## src/rtl/modport_stream_adapter.sv

```systemverilog
// Registered stream stage with a two-entry skid buffer, packet framing checker
// and a small memory-mapped control/status block (enable plus three counters).
module modport_stream_adapter #(
  parameter int DAT_BYTS  = 8,
  parameter int DAT_BITS  = DAT_BYTS*8,
  parameter int CTL_BITS  = 8,
  parameter int MOD_BITS  = (DAT_BYTS == 1) ? 1 : $clog2(DAT_BYTS),
  parameter int MM_D_BITS = 64,
  parameter int MM_A_BITS = 8
)(
  input  logic                 i_clk,
  input  logic                 i_rst,
  input  logic                 i_val,
  input  logic                 i_err,
  input  logic                 i_sop,
  input  logic                 i_eop,
  input  logic [CTL_BITS-1:0]  i_ctl,
  input  logic [DAT_BITS-1:0]  i_dat,
  input  logic [MOD_BITS-1:0]  i_mod,
  output logic                 o_rdy,
  output logic                 o_val,
  output logic                 o_err,
  output logic                 o_sop,
  output logic                 o_eop,
  output logic [CTL_BITS-1:0]  o_ctl,
  output logic [DAT_BITS-1:0]  o_dat,
  output logic [MOD_BITS-1:0]  o_mod,
  input  logic                 i_rdy,
  input  logic [MM_A_BITS-1:0] i_mm_addr,
  input  logic [MM_D_BITS-1:0] i_mm_wr_dat,
  input  logic                 i_mm_wr,
  input  logic                 i_mm_rd,
  output logic [MM_D_BITS-1:0] o_mm_rd_dat,
  output logic                 o_mm_rd_dat_val,
  output logic                 o_mm_wait_rq
);

  typedef struct packed {
    logic                err;
    logic                sop;
    logic                eop;
    logic [CTL_BITS-1:0] ctl;
    logic [DAT_BITS-1:0] dat;
    logic [MOD_BITS-1:0] mod;
  } beat_t;

  localparam logic [31:0] CNT_MAX = 32'hFFFF_FFFF;

  beat_t in_beat, out_q, skid_q;
  logic  out_vld, skid_full, rdy_q, ctrl_en, in_pkt;
  logic  acc, fwd, sop_in_pkt, orphan, drain;
  logic  ld_skid2out, ld_new2out, ld_skid;
  logic  out_vld_nxt, skid_nxt, ctrl_nxt;
  logic  wr_ctrl, wr_pkt, wr_beat, wr_err;
  logic [31:0]          pkt_cnt, beat_cnt, err_cnt;
  logic [MM_D_BITS-1:0] rd_mux, rd_dat_q;
  logic                 rd_val_q;
  logic                 unused_wr_dat;

  function automatic logic [31:0] sat_inc(input logic [31:0] v);
    return (v == CNT_MAX) ? v : v + 32'd1;
  endfunction

  assign acc        = i_val && rdy_q;
  assign fwd        = acc && ctrl_en && (i_sop || in_pkt);
  assign sop_in_pkt = acc && ctrl_en && i_sop && in_pkt;
  assign orphan     = acc && ctrl_en && !i_sop && !in_pkt;
  assign in_beat    = {i_err | sop_in_pkt, i_sop, i_eop, i_ctl, i_dat, i_mod};

  // The skid entry only fills while the output register is stalled; o_rdy
  // drops for the cycle after it fills, so a third beat is never accepted.
  assign drain       = out_vld && i_rdy;
  assign ld_skid2out = drain && skid_full;
  assign ld_new2out  = fwd && (!out_vld || (drain && !skid_full));
  assign ld_skid     = fwd && out_vld && !drain && !skid_full;
  assign out_vld_nxt = ld_skid2out || ld_new2out || (out_vld && !drain);
  assign skid_nxt    = ld_skid || (skid_full && !drain);

  assign wr_ctrl  = i_mm_wr && (i_mm_addr == MM_A_BITS'(0));
  assign wr_pkt   = i_mm_wr && (i_mm_addr == MM_A_BITS'(1));
  assign wr_beat  = i_mm_wr && (i_mm_addr == MM_A_BITS'(2));
  assign wr_err   = i_mm_wr && (i_mm_addr == MM_A_BITS'(3));
  assign ctrl_nxt = wr_ctrl ? i_mm_wr_dat[0] : ctrl_en;
  assign unused_wr_dat = ^i_mm_wr_dat[MM_D_BITS-1:1];

  always_comb begin
    rd_mux = '0;
    case (i_mm_addr)
      MM_A_BITS'(0): rd_mux = MM_D_BITS'(ctrl_en);
      MM_A_BITS'(1): rd_mux = MM_D_BITS'(pkt_cnt);
      MM_A_BITS'(2): rd_mux = MM_D_BITS'(beat_cnt);
      MM_A_BITS'(3): rd_mux = MM_D_BITS'(err_cnt);
      default:       rd_mux = '0;
    endcase
  end

  always_ff @(posedge i_clk) begin
    if (i_rst) begin
      out_vld   <= 1'b0;
      skid_full <= 1'b0;
      rdy_q     <= 1'b0;
      ctrl_en   <= 1'b1;
      in_pkt    <= 1'b0;
      out_q     <= '0;
      skid_q    <= '0;
      pkt_cnt   <= '0;
      beat_cnt  <= '0;
      err_cnt   <= '0;
      rd_dat_q  <= '0;
      rd_val_q  <= 1'b0;
    end else begin
      out_vld   <= out_vld_nxt;
      skid_full <= skid_nxt;
      // While disabled every beat is swallowed, so keep the input open.
      rdy_q     <= !skid_nxt || !ctrl_nxt;
      ctrl_en   <= ctrl_nxt;
      if (ld_skid2out)     out_q <= skid_q;
      else if (ld_new2out) out_q <= in_beat;
      if (ld_skid) skid_q <= in_beat;
      if (!ctrl_en)  in_pkt <= 1'b0;
      else if (fwd)  in_pkt <= !i_eop;
      // A clearing write takes priority over a same-cycle increment.
      if (wr_pkt)              pkt_cnt  <= '0;
      else if (fwd && i_eop)   pkt_cnt  <= sat_inc(pkt_cnt);
      if (wr_beat)             beat_cnt <= '0;
      else if (fwd)            beat_cnt <= sat_inc(beat_cnt);
      if (wr_err)              err_cnt  <= '0;
      else if (sop_in_pkt || orphan) err_cnt <= sat_inc(err_cnt);
      rd_val_q <= i_mm_rd;
      if (i_mm_rd) rd_dat_q <= rd_mux;
    end
  end

  assign o_rdy           = rdy_q;
  assign o_val           = out_vld;
  assign o_err           = out_q.err;
  assign o_sop           = out_q.sop;
  assign o_eop           = out_q.eop;
  assign o_ctl           = out_q.ctl;
  assign o_dat           = out_q.dat;
  assign o_mod           = out_q.mod;
  assign o_mm_rd_dat     = rd_dat_q;
  assign o_mm_rd_dat_val = rd_val_q;
  assign o_mm_wait_rq    = 1'b0;

endmodule

```

## config.mk

```make
export PLATFORM = sky130hd
export DESIGN_NAME = modport_stream_adapter
export DESIGN_NICKNAME = d
export VERILOG_FILES = /design/src/rtl/modport_stream_adapter.sv
export SDC_FILE = /design/constraint.sdc
export NUM_CORES = 1
export LEC_CHECK = 0
export ABC_AREA = 1
export CORE_MARGIN = 3
export CORE_UTILIZATION = 46
export DETAILED_ROUTE_END_ITERATION = 10
export PLACE_DENSITY = 0.73
export SYNTH_ARGS = -nofsm -noshare
export SYNTH_HDL_FRONTEND = slang
export SYNTH_SLANG_ARGS = --single-unit
```

## constraint.sdc

```tcl
create_clock -name i_clk -period 2.25 [get_ports i_clk]
set_input_delay 0.225 -clock i_clk [delete_from_list [all_inputs] [get_ports i_clk]]
set_output_delay 0.225 -clock i_clk [all_outputs]
set_load 0.005 [all_outputs]
```

# Yosys cells after proc, flatten, opt, wreduce, memory -nomap -nowiden

Index checks and enable logic that the tools add are counted.

$add $sub $neg: 3
Equality and inequality tests: 6
Multiplexer cells: 4
Bitwise operators: 5
Reductions and logical operators: 45

Operators with widths:

| cell                  | count |
|---|---|
| $mux 78               | 2 |
| $pmux 32 s4           | 1 |
| $add 32x1->32 const B | 3 |
| $eq 32x32->1 const B  | 3 |
| $logic_and 1x1->1     | 21 |
| $eq 8x2->1 const B    | 2 |
| $eq 8x1->1 const B    | 1 |
| $logic_not 1->1       | 8 |
| $logic_not 8->1       | 1 |
| $reduce_or 2->1       | 4 |
| $logic_or 1x1->1      | 7 |
| $reduce_and 2->1      | 3 |
| $not 1->1             | 4 |
| $reduce_bool 2->1     | 1 |
| $mux 1                | 1 |
| $or 1x1->1            | 1 |

Register bits: 322
Bits of input ports: 156
Output and inout port bits: 146
Word-level logic and storage cells: 85

# Longest topological paths before layout

Gate-level depths: netlist of the first run.

Depth after elaboration: 9
Mapped depth: 11
Depth with buffers taken out: 11

# Worst setup path after synthesis of the first run

OpenSTA, ideal clock, no wires.

Kind: flip-flop to flip-flop
From: reg err_cnt[0]
To: reg err_cnt[0]
Data arrival time: 1524 ps
Required time: 2134 ps
Setup slack: 610 ps
Cell stages (with the launch flop): 12
Path buffers: 1
Period minus slack after synthesis: 1640 ps
Cells stage by stage: dfxtp_1 -> ha_1 -> inv_1 -> nor2_4 -> nand2_4 -> nor2_4 -> nand2_2 -> nand2_4 -> inv_2 -> buf_6 -> nor2_1 -> nor2_1

Cells in the longest elaborated chain, start to end: 3

RTL lines:

| what                                                  | RTL line | RTL |
|---|---|---|
| start: declaration                                    | 55       | `logic [31:0] pkt_cnt, beat_cnt, err_cnt;` |
| start signal: assignment                              | 128      | `else if (sop_in_pkt \|\| orphan) err_cnt <= sat_inc(err_cnt);` |
| branches (longest 3 deep; another with $add 32x1->32) | n/a      |  |

Parallel ways; which one is timed is not known.
A chain may end at the register's enable or synchronous reset.

# Worst setup path after layout of the first run

From: reg pkt_cnt[1]
To: reg pkt_cnt[19]

Cells in the longest elaborated chain, start to end: 3

RTL lines:

| what                                                  | RTL line | RTL |
|---|---|---|
| start: declaration                                    | 55       |  |
| start signal: assignment                              | 124      | `else if (fwd && i_eop) pkt_cnt <= sat_inc(pkt_cnt);` |
| branches (longest 3 deep; another with $add 32x1->32) | n/a      |  |

Parallel ways; which one is timed is not known.

==> run_results.csv, run 1 <==
group,metric,value,unit
status,outcome,"complete, no violations",
sta,tns,0,ns
yosys,synth_seq_cells,290,
sta,worst_slew_margin_rel,61.6,%
yosys,synth_top_area_share,40.6,%
yosys,ys_types,40,
detailed_routing,drt_iter0_markers,1488,
yosys,async_flop_share,0,%
detailed_routing,final_antenna_net_count,0,
yosys,netlist_area,14300,sq um
grt,grt_usage,26.1,%
power_and_ir_drop,p_total,11.7,mW
floorplan,dieArea,33200,sq um
sta,fin_crit_sh,91.3,%
grt,grt_overflow,0,
critical_path,worstSetupEndpointType,"flip-flop",
grt,grt_pass1_wl,71.5,mm
critical_path,start_kind,"flip-flop",
critical_path,reg2reg_slack,0.20,ns
yosys,synth_area_leader_cell,"dfxtp_1",
floorplan,core,30100,sq um
placement,place_congestion,0.962,
floorplan,die_height,182,um
floorplan,start_util,47.5,%
cells_and_area,layout_commonest_cell,"nand2_1",
cells_and_area,final_cells,2748,
clock_tree,htreeDepth,1,
sta,drv_slew,0,
critical_path,worstPathRequired,2.73,ns
yosys,synth.area.top_cells,"dfxtp_1 (41%), nand2_1 (15%), nor2_1 (9.2%)",
critical_path,crit_fanout,30,
power_and_ir_drop,peakVddDrop,0.666,mV
sta,fin_skew,0.0146,ns
yosys,synth_edf_count,0,
sta,tightestPinTransition,0.576,ns
detailed_routing,drc,0,
clock_tree,postCtsSetupRepairBufs,0,
cells_and_area,fin_nets,2492,
sta,rsz0062_at_grt,"no",
clock_tree,ctsHoldBuffers,0,
yosys,ys_seq_area_share,40.6,%
clock_tree,clkTransAtPathRegs,0.07,ns
grt,antenna_found_initial,0,
detailed_routing,viasPerCell,5.33,
cells_and_area,fin_util,59.7,%
sta,hold_violations,0,
yosys,syn_area_per_cell,6.67,sq um
yosys,synth_cells,2142,
power_and_ir_drop,p_leak,6.36,nW
critical_path,setup.worst_path.class,"flip-flop to flip-flop",
cells_and_area,areaGrowthSynthToFinish,25.8,%
critical_path,path_cells,"ha_1, nand2_2, nor2_4, nand2_1, nor2_1, nand2_2, buf_4, nand3_1, nand2_1, nand2_1, nor2_1",
flow_run,maxCapViolCount,0,
worst_hold_path,worstHoldPathType,"input pin to flip-flop",
detailed_routing,via_count,14600,
clock_tree,clkSinkCount,290,
grt,grt_start_max_net_pins,61,
clock_tree,clk_latency,0.58,ns
placement,dp_slack,0.0464,ns
sta,setup_ws,0.197,ns
floorplan,io_pins,302,
placement,dp_cells,2690,
clock_tree,cts-root-buf,"clkbuf_16",
critical_path,cp_common_cell,"nand2_1",
clock_tree,cts_resized,0,
clock_tree,cts.path.max_buffers,3,
detailed_routing,avgRoutedWirePerCell,16.3,um
sta,fmax,487,MHz
detailed_routing,dr.pass1.iters,5,
critical_path,arrival,2.53,ns
placement,place_hpwl,32.3,mm
cells_and_area,mostFrequentLayoutCells,"nand2_1 (579), nor2_1 (348), dfxtp_1 (290)",
floorplan,die_w,182,um
yosys,ys_warn_count,0,
sta,setup_viol,0,
yosys,ys_dominant_reg_cell,"dfxtp_1",
detailed_routing,drt-total-wl,44.9,mm
cells_and_area,drive_gt1_share,7.63,%
power_and_ir_drop,powerDensity,653,nW/um^2
placement,io_buffers,205,
sta,min_period,2.05,ns
floorplan,rows,63,
cells_and_area,antennaDiodeCount,0,
grt,grt_pass1_vias,13200,
critical_path,critPathMaxStageDelay,0.41,ns
critical_path,crit_path_top_delay_cell,"dfxtp_1",
clock_tree,cts_tree,"built",
clock_tree,cts_buffers,31,
synth_stat cells (13+ instances only):
library cell  number
nor2_1           349
xor2_1            13
nand3b_1          17
nand3_1          138
o21ai_1           16
dfxtp_1          290
nor2_2            18
buf_4             37
o21ai_0          179
buf_2             43
nand4_1           24
clkbuf_1          57
inv_1            111
a31oi_1           80
a21oi_1          109
nand2_1          580
o211ai_1          13
kinds of logic (layout without fill, tap and decap cells):
kind of cell,Yosys count,count (layout),share of synthesized area [%]
buf+inv,267,451,8.78
compound gates,405,405,15.3
flops,290,290,40.6
fa+ha+maj,3,3,0.263
other cells,1,33,0.0262
xor+xnor,19,19,1.16
simple gates,1157,1157,33.8
worst max-delay path: cells and delay by family, from the launching register on:
family	cells	cell delay (ns)
buffers and inverters	1	0.30
flip-flops	1	0.41
adder cells (fa/ha/maj)	1	0.23
AND/OR/NAND/NOR	9	1.01
report_power, final:
group          switching, mW  total, mW  internal [mW]  leakage (nW)
registers             0.0623       5.31           5.24          2.35
clock network           2.19       5.53           3.34         0.556
logic                  0.446      0.897          0.450          3.46
total                   2.70       11.7           9.03          6.36
metal layers:
layer	routed length [um]	vias up	share of wire, %	global-route usage, %
met5	0	-	0	0
met1	20300	6749	45	36.8
li1	-	7313	-	-
met3	3210	61	7.2	3.59
met4	1050	0	2.3	5.76
met2	20400	511	45	42.6
path summary, 6_finish.rpt:
check | from | to | depth (start not counted)
hold / removal | i_dat[62] | o_dat[62] | 3
setup / recovery | pkt_cnt[1] | pkt_cnt[19] | 11
hold reg to reg | o_mm_rd_dat[26] | o_mm_rd_dat[26] | 2
setup reg to reg | pkt_cnt[1] | pkt_cnt[19] | 11
area by class of cell:
type,count,area [sq um]
clock buffers,41,883
clock inverters,17,235
fillers,2872,12100
inverters,121,455
multi-input cells,1617,7370
flip-flops and latches,290,5810
well taps,390,488
repair buffers,272,2730
stage by stage:
step	hold WS, ns	instance area, sq um
floorplan	0.374	14400
global placement	0.454	16900
finish	0.240	18000
global route	0.245	18000
CTS	0.215	18000
detailed placement	0.458	16900
registers in the layout, summed over array words and instances, names as in the netlist:
signal,count
o_val,1
o_mod,3
beat_cnt,32
skid_full,1
ctrl_en,1
in_pkt,1
o_err,1
o_mm_rd_dat_val,1
skid_q,78
o_eop,1
o_rdy,1
o_ctl,8
err_cnt,32
o_sop,1
pkt_cnt,32
o_dat,64
o_mm_rd_dat,32
(Power assumes the default switching activity.)
==> inputs of run 2 (changes only) <==
--- a/config.mk
+++ b/config.mk
@@ -10,6 +10,8 @@
 export CORE_UTILIZATION = 46
 export DETAILED_ROUTE_END_ITERATION = 10
 export PLACE_DENSITY = 0.73
+export RECOVER_POWER = 100
+export SETUP_SLACK_MARGIN = 0.1
 export SYNTH_ARGS = -nofsm -noshare
 export SYNTH_HDL_FRONTEND = slang
 export SYNTH_SLANG_ARGS = --single-unit
==> run 2 against run 1 <==
Setup slack improved by 0.0044 ns. Register-to-register slack improved by 0.03 ns. Flip-flop and latch count did not move. Wire length rose by 0.21%. Clock skew barely moved. Final area fell by 0.54%. Final cell count did not move. Sequential share of layout area rose by 0.17 points. Critical path type is now input pin to flip-flop. Largest power group unchanged.
==> run_results.csv, run 2 (synthesis results as in run 1) <==
group,metric,value,unit
critical_path,path_delay_family,"buffers and inverters",
critical_path,worstPathRequired,2.74,ns
cells_and_area,multi_input_area,7330,sq um
power_and_ir_drop,netSwitchingFraction,23.0,%
grt,grt_pass1_vias,13200,
power_and_ir_drop,p_int,9.00,mW
cells_and_area,nFillCells,2900,
floorplan,dieArea,33200,sq um
critical_path,r2r-start,"pkt_cnt[1]",
critical_path,crit_path_top_delay_cell,"clkbuf_2",
worst_hold_path,min_path_cells,3,
critical_path,reg2reg_slack,0.23,ns
critical_path,crit_fanout,40,
detailed_routing,final_antenna_net_count,0,
sta,hold_violations,0,
sta,tightestPinTransition,0.897,ns
power_and_ir_drop,clkPwrFrac,47.3,%
floorplan,die_w,182,um
critical_path,reg2reg_depth,11,
power_and_ir_drop,seq_power_share,45.4,%
worst_hold_path,hold_end,"o_dat[62]",
critical_path,path_cells,"dlygate4sd3_1, inv_1, nand2_1, nor2_4, clkbuf_2, nand3_1, o21ai_0, o21ai_0, a21oi_1",
power_and_ir_drop,p_total,11.7,mW
clock_tree,cts.path.max_buffers,3,
critical_path,start_kind,"input pin",
critical_path,worstSetupEndpointType,"flip-flop",
clock_tree,htreeDepth,1,
cells_and_area,antennaDiodeCount,0,
sta,setup_viol,0,
clock_tree,clkSinkCount,290,
sta,min_period,2.05,ns
grt,grt_usage,26.1,%
critical_path,crit_buf_inv,3,
grt,grt_pass1_wl,71.5,mm
cells_and_area,fin_nets,2492,
cells_and_area,mostFrequentLayoutCells,"nand2_1 (581), nor2_1 (353), dfxtp_1 (290)",
grt,grt_overflow,0,
clock_tree,clk_latency,0.58,ns
flow_run,maxCapViolCount,0,
clock_tree,cts-root-buf,"clkbuf_16",
placement,placed_area,16900,sq um
cells_and_area,drive_gt1_share,6.74,%
cells_and_area,layout_commonest_cell,"nand2_1",
critical_path,arrival,2.54,ns
clock_tree,cts_tree,"built",
detailed_routing,drt_iter0_markers,1480,
cells_and_area,areaGrowthSynthToFinish,25.1,%
sta,rsz0062_at_grt,"yes",
worst_hold_path,hold_start,"i_dat[62]",
detailed_routing,via_count,14700,
detailed_routing,dr.pass1.iters,5,
floorplan,core,30100,sq um
placement,place_hpwl,32.3,mm
cells_and_area,final_area,17900,sq um
grt,grt_start_max_net_pins,61,
critical_path,cp_common_cell,"o21ai_0",
worst_hold_path,worstHoldPathType,"input pin to flip-flop",
sta,fmax,488,MHz
cells_and_area,regMostFlops,"skid_q",
floorplan,rows,63,
placement,place_congestion,0.962,
grt,antenna_found_initial,0,
power_and_ir_drop,p_leak,6.66,nW
sta,fin_skew,0.0142,ns
status,outcome,"complete, no violations",
critical_path,setup.worst_path.class,"input pin to flip-flop",
sta,worst_slew_margin_rel,40.2,%
sta,fin_crit_sh,91.1,%
placement,io_buffers,205,
detailed_routing,drc,0,
clock_tree,ctsHoldBuffers,0,
clock_tree,clkTransAtPathRegs,0.07,ns
floorplan,die_height,182,um
critical_path,rr_endpoint,"pkt_cnt[19]",
sta,drv_slew,0,
sta,tns,0,ns
detailed_routing,drt-total-wl,45.0,mm
floorplan,io_pins,302,
detailed_routing,avgRoutedWirePerCell,16.4,um
clock_tree,cts_buffers,31,
critical_path,critPathMaxStageDelay,0.62,ns
floorplan,start_util,47.5,%
cells_and_area,largest_reg_flops,78,
power_and_ir_drop,combPwrFrac,7.3,%
cells_and_area,ff_latch_area,5810,sq um
detailed_routing,viasPerCell,5.36,
power_and_ir_drop,power_switching,2.69,mW
power_and_ir_drop,peakVddDrop,0.666,mV
power_and_ir_drop,powerDensity,654,nW/um^2
run 2: cell types whose count changed in the layout (fill, tap and decap cells not counted), moves of 4 or more:
cell,previous run,this run
buf_4,53,41
clkbuf_1,3,11
clkbuf_2,0,4
clkdlybuf4s50_1,205,91
dlygate4sd3_1,0,114
nor2_1,348,353
nor2_2,17,13
o21ai_0,179,187
o21ai_1,15,7
run 2: repair_timing:
action,in CTS,in global routing
resized for setup,0,3
setup endpoints to repair,0,19
setup buffers,0,0
run 2: how the worst max path moves through the flow:
| stage | from | endpoint | slack [ns] | depth (start not counted) |
|---|---|---|---|---|
| CTS | pkt_cnt[1] | pkt_cnt[19] | 0.22 | 11 |
| finish | i_mm_addr[5] | o_mm_rd_dat[31] | 0.20 | 9 |
| detailed placement | i_mm_addr[2] | err_cnt[1] | 0.05 | 9 |
| global route | beat_cnt[1] | beat_cnt[17] | 0.04 | 10 |
| floorplan | err_cnt[0] | err_cnt[0] | 0.61 | 11 |
| global placement | i_mm_addr[2] | err_cnt[1] | 0.16 | 9 |
run 2: worst reg2reg max path: cells and delay by family (launching register included):
kind	cells	cell delay, ns
adder cells (fa/ha/maj)	1	0.21
buffers and inverters	1	0.26
flip-flops	1	0.41
AND/OR/NAND/NOR	9	1.04
run 2: layout make-up:
class | count | share of cell area (%)
clock inverter | 17 | 1.32
multi-input combinational | 1617 | 41.0
tap | 390 | 2.73
timing repair buffer | 272 | 15.0
sequential | 290 | 32.5
clock buffer | 41 | 4.94
inverter | 121 | 2.55
run 2: metal layers:
metal	global-route usage, %	vias to the layer above	wire, um
met5	0	-	0
met4	5.76	0	1110
met3	3.59	67	3430
met2	42.6	554	20400
met1	36.8	6782	20100
li1	-	7326	-
run 2: power groups by stage:
stage | Combinational, mW | Sequential [mW] | Clock (mW)
2_1_floorplan | 0.409 | 5.42 | 0
4_1_cts | 0.896 | 5.31 | 5.63
5_1_grt | 0.940 | 5.31 | 5.84
3_3_place_gp | 0.879 | 5.42 | 0
6_report | 0.855 | 5.30 | 5.53
3_5_place_dp | 0.888 | 5.42 | 0
run 2: stage by stage:
step | worst slack, ns | hold slack, ns | utilization [%] | std cells
floorplan | 0.610 | 0.374 | - | 2174
global placement | 0.164 | 0.454 | 56.0 | 2690
detailed placement | 0.0464 | 0.458 | 56.0 | 2690
CTS | 0.216 | 0.215 | 59.7 | 2748
global route | 0.0449 | 0.245 | 59.4 | 2748
finish | 0.201 | 0.239 | 59.4 | 2748
==> inputs of run 3 (changes only) <==
--- a/config.mk
+++ b/config.mk
@@ -7,9 +7,9 @@
 export LEC_CHECK = 0
 export ABC_AREA = 1
 export CORE_MARGIN = 3
-export CORE_UTILIZATION = 46
+export CORE_UTILIZATION = 49
 export DETAILED_ROUTE_END_ITERATION = 10
-export PLACE_DENSITY = 0.73
+export PLACE_DENSITY = 0.77
 export RECOVER_POWER = 100
 export SETUP_SLACK_MARGIN = 0.1
 export SYNTH_ARGS = -nofsm -noshare
==> run 3 against run 2 <==
Via count is 0.14% lower. Hold slack better by 0.037 ns. Final area is 0.65% lower. Combinational power is 0.7% lower. Non-clock buffer count is 11 lower. Total power is 0.41% lower. Wire length is 0.63% lower. Sequential share of layout area is 0.21 points higher. Final cell count is 0.95% lower. Critical path type is now flip-flop to flip-flop.
==> run_results.csv, run 3 (synthesis results as in run 1) <==
group,metric,value,unit
grt,grt_start_max_net_pins,159,
floorplan,die_w,177,um
floorplan,rows,61,
cells_and_area,areaGrowthSynthToFinish,24.3,%
cells_and_area,antennaDiodeCount,0,
critical_path,setup.worst_path.class,"flip-flop to flip-flop",
critical_path,path_cells,"ha_1, nand2_1, nor2_4, nand2_1, nor2_1, nand2_4, nand2_2, inv_2, nand2_1, a21oi_1",
sta,fmax,502,MHz
worst_hold_path,worstHoldPathType,"input pin to flip-flop",
cells_and_area,multi_input_area,7370,sq um
floorplan,core,28200,sq um
detailed_routing,drc,0,
clock_tree,postCtsSetupRepairBufs,0,
power_and_ir_drop,p_total,11.6,mW
power_and_ir_drop,peakVddDrop,0.566,mV
detailed_routing,avgRoutedWirePerCell,16.4,um
sta,drv_slew,0,
sta,hold_ws,0.277,ns
floorplan,die_height,177,um
sta,min_period,1.99,ns
grt,grt_usage,27.2,%
detailed_routing,final_antenna_net_count,0,
placement,io_buffers,205,
grt,grt_pass1_vias,13100,
detailed_routing,drt-total-wl,44.7,mm
clock_tree,clkTransAtPathRegs,0.06,ns
detailed_routing,dr.pass1.iters,6,
sta,fin_skew,0.00846,ns
critical_path,worstPathRequired,2.69,ns
sta,worst_slew_margin_rel,6.53,%
cells_and_area,layout_commonest_cell,"nand2_1",
clock_tree,htreeDepth,1,
critical_path,cp_common_cell,"nand2_1",
flow_run,maxCapViolCount,0,
sta,fin_crit_sh,88.6,%
power_and_ir_drop,p_leak,6.60,nW
detailed_routing,via_count,14700,
clock_tree,clkSinkCount,290,
critical_path,path_delay_family,"simple AND/OR/NAND/NOR gates",
cells_and_area,largest_reg_flops,78,
sta,hold_violations,0,
floorplan,io_pins,302,
detailed_routing,viasPerCell,5.40,
critical_path,worstSetupEndpointType,"flip-flop",
cells_and_area,fin_nets,2481,
sta,setup_viol,0,
grt,grt_pass1_wl,69.5,mm
sta,tightestPinTransition,1.40,ns
cells_and_area,ff_latch_area,5810,sq um
grt,grt_overflow,0,
power_and_ir_drop,powerDensity,655,nW/um^2
sta,rsz0062_at_grt,"no",
floorplan,start_util,50.6,%
floorplan,dieArea,31300,sq um
clock_tree,clk_latency,0.55,ns
cells_and_area,mostFrequentLayoutCells,"nand2_1 (583), nor2_1 (349), dfxtp_1 (290)",
status,outcome,"complete, no violations",
clock_tree,cts_tree,"built",
detailed_routing,drt_iter0_markers,1484,
cells_and_area,nFillCells,2560,
clock_tree,cts-root-buf,"clkbuf_16",
placement,place_congestion,0.952,
cells_and_area,fin_util,62.9,%
critical_path,critPathMaxStageDelay,0.39,ns
critical_path,start_kind,"flip-flop",
sta,tns,0,ns
placement,place_hpwl,31.8,mm
cells_and_area,drive_gt1_share,6.57,%
critical_path,crit_buf_inv,1,
cells_and_area,regMostFlops,"skid_q",
clock_tree,cts_buffers,31,
critical_path,arrival,2.43,ns
grt,antenna_found_initial,0,
critical_path,crit_path_top_delay_cell,"dfxtp_1",
clock_tree,cts.path.max_buffers,3,
critical_path,crit_fanout,12,
==> run 3: cell count changes in the layout (fill, tap and decap cells not counted), moves of 4 or more <==
cell	change
o21ai_0	+5
buf_12	-4
clkinv_2	-5
o21ai_1	-5
nor2_1	-4
==> run 3: what timing repair did <==
action | in CTS | in global routing
hold buffers | 0 | 0
endpoints found under the setup margin | 0 | 23
gates resized for setup | 0 | 4
==> run 3: final timing paths <==
| kind | startpoint | to | slack [ns] | depth (start not counted) |
|---|---|---|---|---|
| worst max-delay path | pkt_cnt[0] | pkt_cnt[23] | 0.26 | 10 |
| worst min-delay path | i_dat[61] | o_dat[61] | 0.28 | 3 |
| worst max register to register | pkt_cnt[0] | pkt_cnt[23] | 0.26 | 10 |
| worst min register to register | o_mm_rd_dat[22] | o_mm_rd_dat[22] | 0.46 | 2 |
==> run 3: area by class of cell <==
type,instances,share of cell area [%]
inverters,121,2.56
multi-input cells,1617,41.5
well taps,378,2.66
flip-flops and latches,290,32.7
clock buffers,45,5.00
repair buffers,261,14.5
clock inverters,10,1.15
==> run 3: report_power, final <==
group	switching [mW]	internal, mW	total (mW)
Sequential	0.0595	5.24	5.30
Combinational	0.445	0.404	0.849
Clock	2.08	3.40	5.48
Total	2.59	9.05	11.6
==> run 3: through the flow <==
| stage | worst slack (ns) | cell area [sq um] | cells |
|---|---|---|---|
| detailed placement | 0.0836 | 16700 | 2667 |
| finish | 0.257 | 17800 | 2722 |
| CTS | 0.276 | 17800 | 2722 |
| global route | 0.0680 | 17800 | 2722 |
| global placement | 0.142 | 16700 | 2667 |
| floorplan | 0.610 | 14400 | 2174 |
==> run 3: worst reg2reg max path, delay by kind of cell, from the launching register on <==
kind	cells	cell delay, ns
buf+inv	1	0.12
fa+ha+maj	1	0.22
simple gates	7	1.10
compound gates	1	0.06
flops	1	0.39
==> run 3: layer usage <==
metal  track usage, %  share of wire [%]  wire [um]
met1             37.7                 43      19400
met3             4.23                8.5       3790
met2             43.9                 45      20100
met5                0                  0          0
met4             8.28                3.0       1360
